`src/rtl/mdch.sv`:
```
// mdch: parametrised multi-digit up/down counter.
//   DIGITS cascaded modulo-MOD digits, each DIG_W bits wide, with a ripple
//   carry/borrow enable chain. Supports sync clear, parallel load with
//   out-of-range clamping, wrap or saturate at the limits, a terminal-count
//   pulse and a sticky overflow flag. BCD by default.
// Ports:
//   mdch_clk, mdch_rst_n        clock, async active-low reset
//   mdch_en/up/sat              step enable, direction, saturate mode
//   mdch_clr, mdch_ld           sync clear (highest priority), parallel load
//   mdch_ld_val                 load value, digit i at [i*DIG_W +: DIG_W]
//   mdch_out                    count, digit 0 least significant
//   mdch_tc                     pulse: the step hit a limit
//   mdch_ovf                    sticky limit flag, cleared by clr/reset
//   mdch_ld_err                 pulse: last load had a digit >= MOD
//   mdch_zero                   all digits zero

// Per-digit combinational slice: step candidates, limit detects, load clamp.
module mdch_digit #(
    parameter int DIG_W = 4,
    parameter int MOD   = 10
) (
    input  logic [DIG_W-1:0] d,
    input  logic [DIG_W-1:0] ld_d,
    output logic [DIG_W-1:0] inc,
    output logic [DIG_W-1:0] dec,
    output logic [DIG_W-1:0] ld_fix,
    output logic             is_max,
    output logic             is_zero,
    output logic             ld_bad
);
    localparam logic [DIG_W-1:0] MAXD = DIG_W'(MOD - 1);

    assign is_max  = (d == MAXD);
    assign is_zero = (d == '0);
    // Explicit roll-over keeps the digit inside 0..MOD-1 even when MOD < 2**DIG_W.
    assign inc     = is_max  ? '0   : d + DIG_W'(1);
    assign dec     = is_zero ? MAXD : d - DIG_W'(1);
    // Widen before comparing so MOD == 2**DIG_W never flags.
    assign ld_bad  = (int'(ld_d) >= MOD);
    assign ld_fix  = ld_bad ? MAXD : ld_d;
endmodule

module mdch #(
    parameter int DIGITS = 4,
    parameter int DIG_W  = 4,
    parameter int MOD    = 10
) (
    input  logic                    mdch_clk,
    input  logic                    mdch_rst_n,
    input  logic                    mdch_en,
    input  logic                    mdch_up,
    input  logic                    mdch_sat,
    input  logic                    mdch_clr,
    input  logic                    mdch_ld,
    input  logic [DIGITS*DIG_W-1:0] mdch_ld_val,
    output logic [DIGITS*DIG_W-1:0] mdch_out,
    output logic                    mdch_tc,
    output logic                    mdch_ovf,
    output logic                    mdch_ld_err,
    output logic                    mdch_zero
);
    logic [DIGITS-1:0][DIG_W-1:0] cnt, nxt, inc, dec, ldv, ldf;
    logic [DIGITS-1:0]            is_max, is_zero, ld_bad;
    // pmax[i] / pzero[i]: all digits below i are at MOD-1 / 0.
    logic [DIGITS:0]              pmax, pzero;
    logic                         limit;

    assign ldv      = mdch_ld_val;
    assign pmax[0]  = 1'b1;
    assign pzero[0] = 1'b1;

    for (genvar g = 0; g < DIGITS; g++) begin : g_dig
        mdch_digit #(.DIG_W(DIG_W), .MOD(MOD)) u_dig (
            .d      (cnt[g]),
            .ld_d   (ldv[g]),
            .inc    (inc[g]),
            .dec    (dec[g]),
            .ld_fix (ldf[g]),
            .is_max (is_max[g]),
            .is_zero(is_zero[g]),
            .ld_bad (ld_bad[g])
        );
        assign pmax[g+1]  = pmax[g]  & is_max[g];
        assign pzero[g+1] = pzero[g] & is_zero[g];
    end

    // Whole-counter limit for the requested direction. In wrap mode the
    // normal digit roll-over already yields all-0 / all-(MOD-1).
    assign limit = mdch_up ? pmax[DIGITS] : pzero[DIGITS];

    always_comb begin
        nxt = cnt;
        for (int i = 0; i < DIGITS; i++) begin
            if (mdch_up) begin
                if (pmax[i])  nxt[i] = inc[i];
            end else begin
                if (pzero[i]) nxt[i] = dec[i];
            end
        end
    end

    always_ff @(posedge mdch_clk or negedge mdch_rst_n) begin
        if (!mdch_rst_n) begin
            cnt         <= '0;
            mdch_tc     <= 1'b0;
            mdch_ovf    <= 1'b0;
            mdch_ld_err <= 1'b0;
        end else if (mdch_clr) begin
            cnt         <= '0;
            mdch_tc     <= 1'b0;
            mdch_ovf    <= 1'b0;
            mdch_ld_err <= 1'b0;
        end else if (mdch_ld) begin
            cnt         <= ldf;
            mdch_tc     <= 1'b0;
            mdch_ld_err <= |ld_bad;
        end else begin
            mdch_ld_err <= 1'b0;
            mdch_tc     <= mdch_en & limit;
            if (mdch_en) begin
                if (limit)               mdch_ovf <= 1'b1;
                if (!(limit && mdch_sat)) cnt     <= nxt;
            end
        end
    end

    assign mdch_out  = cnt;
    assign mdch_zero = ~|cnt;
endmodule

```
`config.mk`:
```
export PLATFORM = sky130hd
export DESIGN_NAME = mdch
export DESIGN_NICKNAME = d
export VERILOG_FILES = /design/src/rtl/mdch.sv
export SDC_FILE = /design/constraint.sdc
export NUM_CORES = 1
export LEC_CHECK = 0
export CORE_ASPECT_RATIO = 0.6
export CORE_MARGIN = 1
export CORE_UTILIZATION = 55
export CTS_CLUSTER_SIZE = 24
export DETAILED_ROUTE_END_ITERATION = 10
export HOLD_SLACK_MARGIN = 0.1
export PLACE_DENSITY = 0.9
export SLEW_MARGIN = 15
export SYNTH_ARGS = -nofsm -noshare
export SYNTH_HDL_FRONTEND = slang
export SYNTH_SLANG_ARGS = --single-unit
```
`constraint.sdc`:
```
create_clock -name mdch_clk -period 4.1 [get_ports mdch_clk]
set_input_delay 0.41 -clock mdch_clk [delete_from_list [all_inputs] [get_ports mdch_clk]]
set_output_delay 0.41 -clock mdch_clk [all_outputs]
set_load 0.05 [all_outputs]
```
=== Word level (Yosys, flattened, before mapping) ===
Index checks and enable logic that the tools add are counted.

* ROM bits: 0
* Memories kept: 0
* Register bits after elaboration: 19
* Bits in latches: 0
* RAM bits: 0

* Divide/modulo/power cells: 0
* Shift operators: 0
* Magnitude comparators: 4
* Multiplexer cells: 35
* Reductions and logical operators: 19
* Bitwise operators: 7
* Eq/ne operators: 9
* Add/sub/neg operators: 8
* Multiply operators: 0

{| class="wikitable"
|+ Operator list
! operator !! count
|-
| $mux 4 || 22
|-
| $mux 16 || 4
|-
| $add 4x1->4 const B || 4
|-
| $eq 4x4->1 const B || 4
|-
| $ge 4x4->1 const B || 4
|-
| $logic_not 4->1 || 4
|-
| $reduce_or 16->1 || 1
|-
| $sub 4x1->4 const B || 4
|-
| $ne 4x1->1 const B || 3
|-
| $reduce_and 4->1 || 3
|-
| $reduce_bool 4->1 || 3
|-
| $mux 1 || 9
|-
| $and 1x1->1 || 7
|-
| $reduce_bool 2->1 || 2
|-
| $reduce_or 4->1 || 1
|-
| $ne 3x3->1 const B || 1
|-
| $reduce_and 3->1 || 1
|-
| $reduce_bool 3->1 || 1
|-
| $ne 2x2->1 const B || 1
|-
| $reduce_and 2->1 || 1
|-
| $logic_and 1x1->1 || 1
|-
| $logic_not 1->1 || 1
|}

=== Logic depth before layout (Yosys ltp) ===
* Depth after elaboration: 10
* Gate-level depth with buffers: 7
* Mapped depth without buffers: 7

=== By module ===
A second synthesis with hierarchy kept.

* Cells, all modules: 228
* Area, all modules: 1890.6 µm²

{| class="wikitable"
|+ Modules (own cells, without submodules)
! module !! instances !! area an instance (µm²) !! cells an instance !! seq. area each (µm²)
|-
| mdch || 1 || 1244.9 || 120 || 475.5
|-
| mdch_digit || 4 || 161.4 || 27 || 0.0
|}

=== Worst setup path after synthesis ===
Ideal clock, no wire load.

* Path kind: register to output
* Start: register cnt, in the netlist mdch_out[0]
* End: output port mdch_zero
* Data arrival time: 2.949 ns
* Cell stages (with the launch flop): 5
* Path buffers: 0
* Slack: 0.741 ns
* Path through: dfrtp_1 > inv_1 > ha_1 > or3b_4 > nor4_1

* Cells in the longest elaborated chain, start to end: 2

{| class="wikitable"
|+ Ends and longest elaborated chain
! element !! line !! text
|-
| start: declaration || 62 || <nowiki>logic [DIGITS-1:0][DIG_W-1:0] cnt, nxt, inc, dec, ldv, ldf;</nowiki>
|-
| start signal: assignment || 114 || <nowiki>cnt <= ldf;</nowiki>
|-
| start signal: assignment || 122 || <nowiki>if (!(limit && mdch_sat)) cnt <= nxt;</nowiki>
|-
| $reduce_or 16->1 || 128 || <nowiki>assign mdch_zero = ~|cnt;</nowiki>
|-
| $logic_not 1->1 || 128 ||
|-
| end: declaration || 60 || <nowiki>output logic mdch_zero</nowiki>
|}

No other way between the ends.

=== Final worst setup path ===
Ends and elaborated chain as after synthesis.

==> run summary <==
placer's final routability congestion estimate = 0.946
Post-CTS Setup Inserts = 0
cell with the most instances after synthesis = sky130_fd_sc_hd__dfrtp_1
Crit path required time = 3.69 ns
mean number of vias per cell = 6.76
GRT Resource Usage Total = 0.298
count of buffers inserted at the top-level ports = 42
Post-CTS Hold Buffers = 0
starting density of the core = 0.587
total wire length = 5460 microns
# rows = 16
combined buffer and inverter count along the critical path = 2
Finished Layout Cells = 309
number of nets in the synthesized netlist = 263
area delta synth->final = 24.9%
largest voltage drop on the vdd net = 181 uV
via count of the first global-routing pass = 1673
Maximum Capacitance Violations = 0
overall die height = 48.0 microns
Synth area leader = sky130_fd_sc_hd__dfrtp_1
clk_lat worst skew = 0.27 ns
Post-route DRC = 0
number of nets in the layout = 300
Cell Area, Synth = 1940 sq um
Yosys reg bits = 19
number of cells upsized or downsized after cts = 0
Post-Syn Area per Cell = 8.51 sq um
share of layout cells above drive strength 1 = 0.0871
Static Leakage = 0.997 nW
Diodes inserted = 0
clock root cell = sky130_fd_sc_hd__clkbuf_8
arrival time at the worst endpoint = 2.84 ns
maximum number of pins on one net before global-route repair = 20
highest attainable clock frequency = 307 MHz
Pre-Repair DR Iteration Count = 5
total die area = 3780 sq um
post-layout power = 0.000687 W
Synth top cells by count = sky130_fd_sc_hd__dfrtp_1 (19), sky130_fd_sc_hd__inv_1 (18), sky130_fd_sc_hd__a21oi_1 (15), sky130_fd_sc_hd__nand2_1 (14), sky130_fd_sc_hd__o21ai_0 (13)
Reg clk slew, reported paths = 0.08 ns
antenna violations before repair = 0
crit path time final = 3.25 ns
number of H-tree levels = 1
Die X = 78.7 microns
status = completed
top-area cell type share of the netlist area = 0.245
share of async-settable or async-resettable flops after synthesis = 1.00
start-to-end type of the worst setup path = flop to output pin
distinct cell type count of the synthesized netlist = 62
count of fill cells added during filler insertion = 264
number of enable-type register cells in the synthesized netlist = 0
global-route wire length before repair = 8340 microns
CTS tree = yes
Iteration-0 DRC Markers = 243
Max Slew Vio Count = 0
main area contributors after synthesis = sky130_fd_sc_hd__dfrtp_1 (25%), sky130_fd_sc_hd__ha_1 (7.7%), sky130_fd_sc_hd__a21oi_1 (3.9%), sky130_fd_sc_hd__mux2_4 (3.9%), sky130_fd_sc_hd__inv_1 (3.5%)
core area = 3300 sq um
Cell Pwr Density = 283 nW/um^2
critical-path cell with the highest stage delay = sky130_fd_sc_hd__clkdlybuf4s50_1
cell family with the largest share of critical-path delay = buffers and inverters
number of instances in the synthesized netlist = 228
Clock Skew = 0.00666 ns
clock net sink count = 19
Max Root-Sink Buffers = 2
highest cell delay on the worst timing path = 0.88 ns
yosys synthesis warning count = 0
number of CTS-inserted buffers = 3
Ports = 43
number of failing setup endpoints in the final timing report = 0
aggregate global routing overflow = 0
final antenna-violating net count = 0
Placed Cells incl. Taps = 305
number of hold-slack violations in the final timing report = 0
critical path cell sequence = inv_1 > ha_1 > or3b_4 > nor4_1 > clkdlybuf4s50_1
maximum fanout encountered on the critical timing path = 9
relative max-transition margin = 0.367
worst min path class = flop to flop
primary flip-flop cell chosen by synthesis mapping = sky130_fd_sc_hd__dfrtp_1
post-route setup TNS = 0 ns
type of destination of the critical path = output pin
fraction of the yosys area taken by sequential cells = 0.245
CP Launch Type = flop
overall via count from detail_route = 2088
final HPWL from detailed placement = 3980 microns
detailed-route wire length per cell = 17.7 microns
final worst path period share = 0.794
unrepaired setup endpoints after global routing = no
worst slew pin tran = 0.947 ns
-- logic make-up (layout without fill, tap and decap cells) --
| logic type | count (synthesis) | after routing | share of synthesized area |
|---|---|---|---|
| and+or+nand+nor | 78 | 78 | 0.247 |
| AOI/OAI and AO/OA | 76 | 76 | 0.277 |
| buffers and inverters | 31 | 67 | 0.0645 |
| DFF | 19 | 19 | 0.245 |
| adders and majority gates | 12 | 12 | 0.0774 |
| muxes | 12 | 12 | 0.0890 |
-- report_power, final --
group	switching, W	internal, W	total (W)
Combinational	0.000174	0.000130	0.000304
Sequential	0.0000383	0.000202	0.000241
Clock	0.0000722	0.0000694	0.000142
-- sequential cells by signal, summed over array words and instances (netlist names) --
name	count
mdch_ld_err	1
mdch_tc	1
mdch_ovf	1
mdch_out	16
-- cells in the final DEF (no fill, tap or decap), types with 3 or more instances in the layout --
cell type,instances
sky130_fd_sc_hd__nand2b_1,3
sky130_fd_sc_hd__mux2_4,5
sky130_fd_sc_hd__a211oi_1,3
sky130_fd_sc_hd__clkbuf_8,3
sky130_fd_sc_hd__o311a_1,3
sky130_fd_sc_hd__inv_1,18
sky130_fd_sc_hd__nand2_1,14
sky130_fd_sc_hd__o21bai_1,4
sky130_fd_sc_hd__o21ai_1,4
sky130_fd_sc_hd__and3_1,3
sky130_fd_sc_hd__clkdlybuf4s50_1,42
sky130_fd_sc_hd__nor4_1,3
sky130_fd_sc_hd__a31oi_1,3
sky130_fd_sc_hd__a21oi_1,15
sky130_fd_sc_hd__nor3b_1,7
sky130_fd_sc_hd__nand3_1,9
sky130_fd_sc_hd__nand3b_1,5
sky130_fd_sc_hd__o21ai_0,13
sky130_fd_sc_hd__dfrtp_1,19
sky130_fd_sc_hd__nor4b_1,3
sky130_fd_sc_hd__mux2i_1,3
sky130_fd_sc_hd__nor2_1,10
sky130_fd_sc_hd__nor3_1,6
sky130_fd_sc_hd__nand4_1,3
sky130_fd_sc_hd__ha_1,12
-- through the flow --
stage / hold slack (ns) / worst slack [ns] / util / cell area, sq um
finish: 0.491 / 0.846 / 0.734 / 2420
global route: 0.511 / 0.798 / 0.734 / 2420
CTS: 0.495 / 0.898 / 0.734 / 2420
detailed placement: 0.473 / 1.16 / 0.720 / 2380
global placement: 0.477 / 1.27 / 0.720 / 2380
floorplan: 0.114 / 0.741 / - / 1940
-- final cells by class --
cell class	instances	area, sq um	area share
clock buffer	4	45.0	0.0186
multi-input combinational	178	1340	0.553
inverter	19	71.3	0.0294
tap	45	56.3	0.0232
timing repair buffer	44	435	0.180
sequential	19	475	0.196
-- final timing paths --
check	startpoint	endpoint	slack (ns)	cells past startpoint
setup / recovery	mdch_out[0]	mdch_zero	0.85	5
hold / removal	mdch_ovf	mdch_ovf	0.49	1
setup reg to reg	mdch_out[0]	mdch_out[7]	1.41	7
hold reg to reg	mdch_ovf	mdch_ovf	0.49	1
max in group asynchronous	mdch_rst_n	mdch_out[9]	2.86	1
min in group asynchronous	mdch_rst_n	mdch_ld_err	0.67	1
-- layer usage --
metal / vias up / track usage / routed length [microns]
li1: 928 / - / -
met1: 984 / 0.440 / 2410
met2: 162 / 0.445 / 2370
met3: 14 / 0.0629 / 611
met4: 0 / 0.0741 / 72
met5: - / 0 / 0
(Power assumes the default switching activity.)
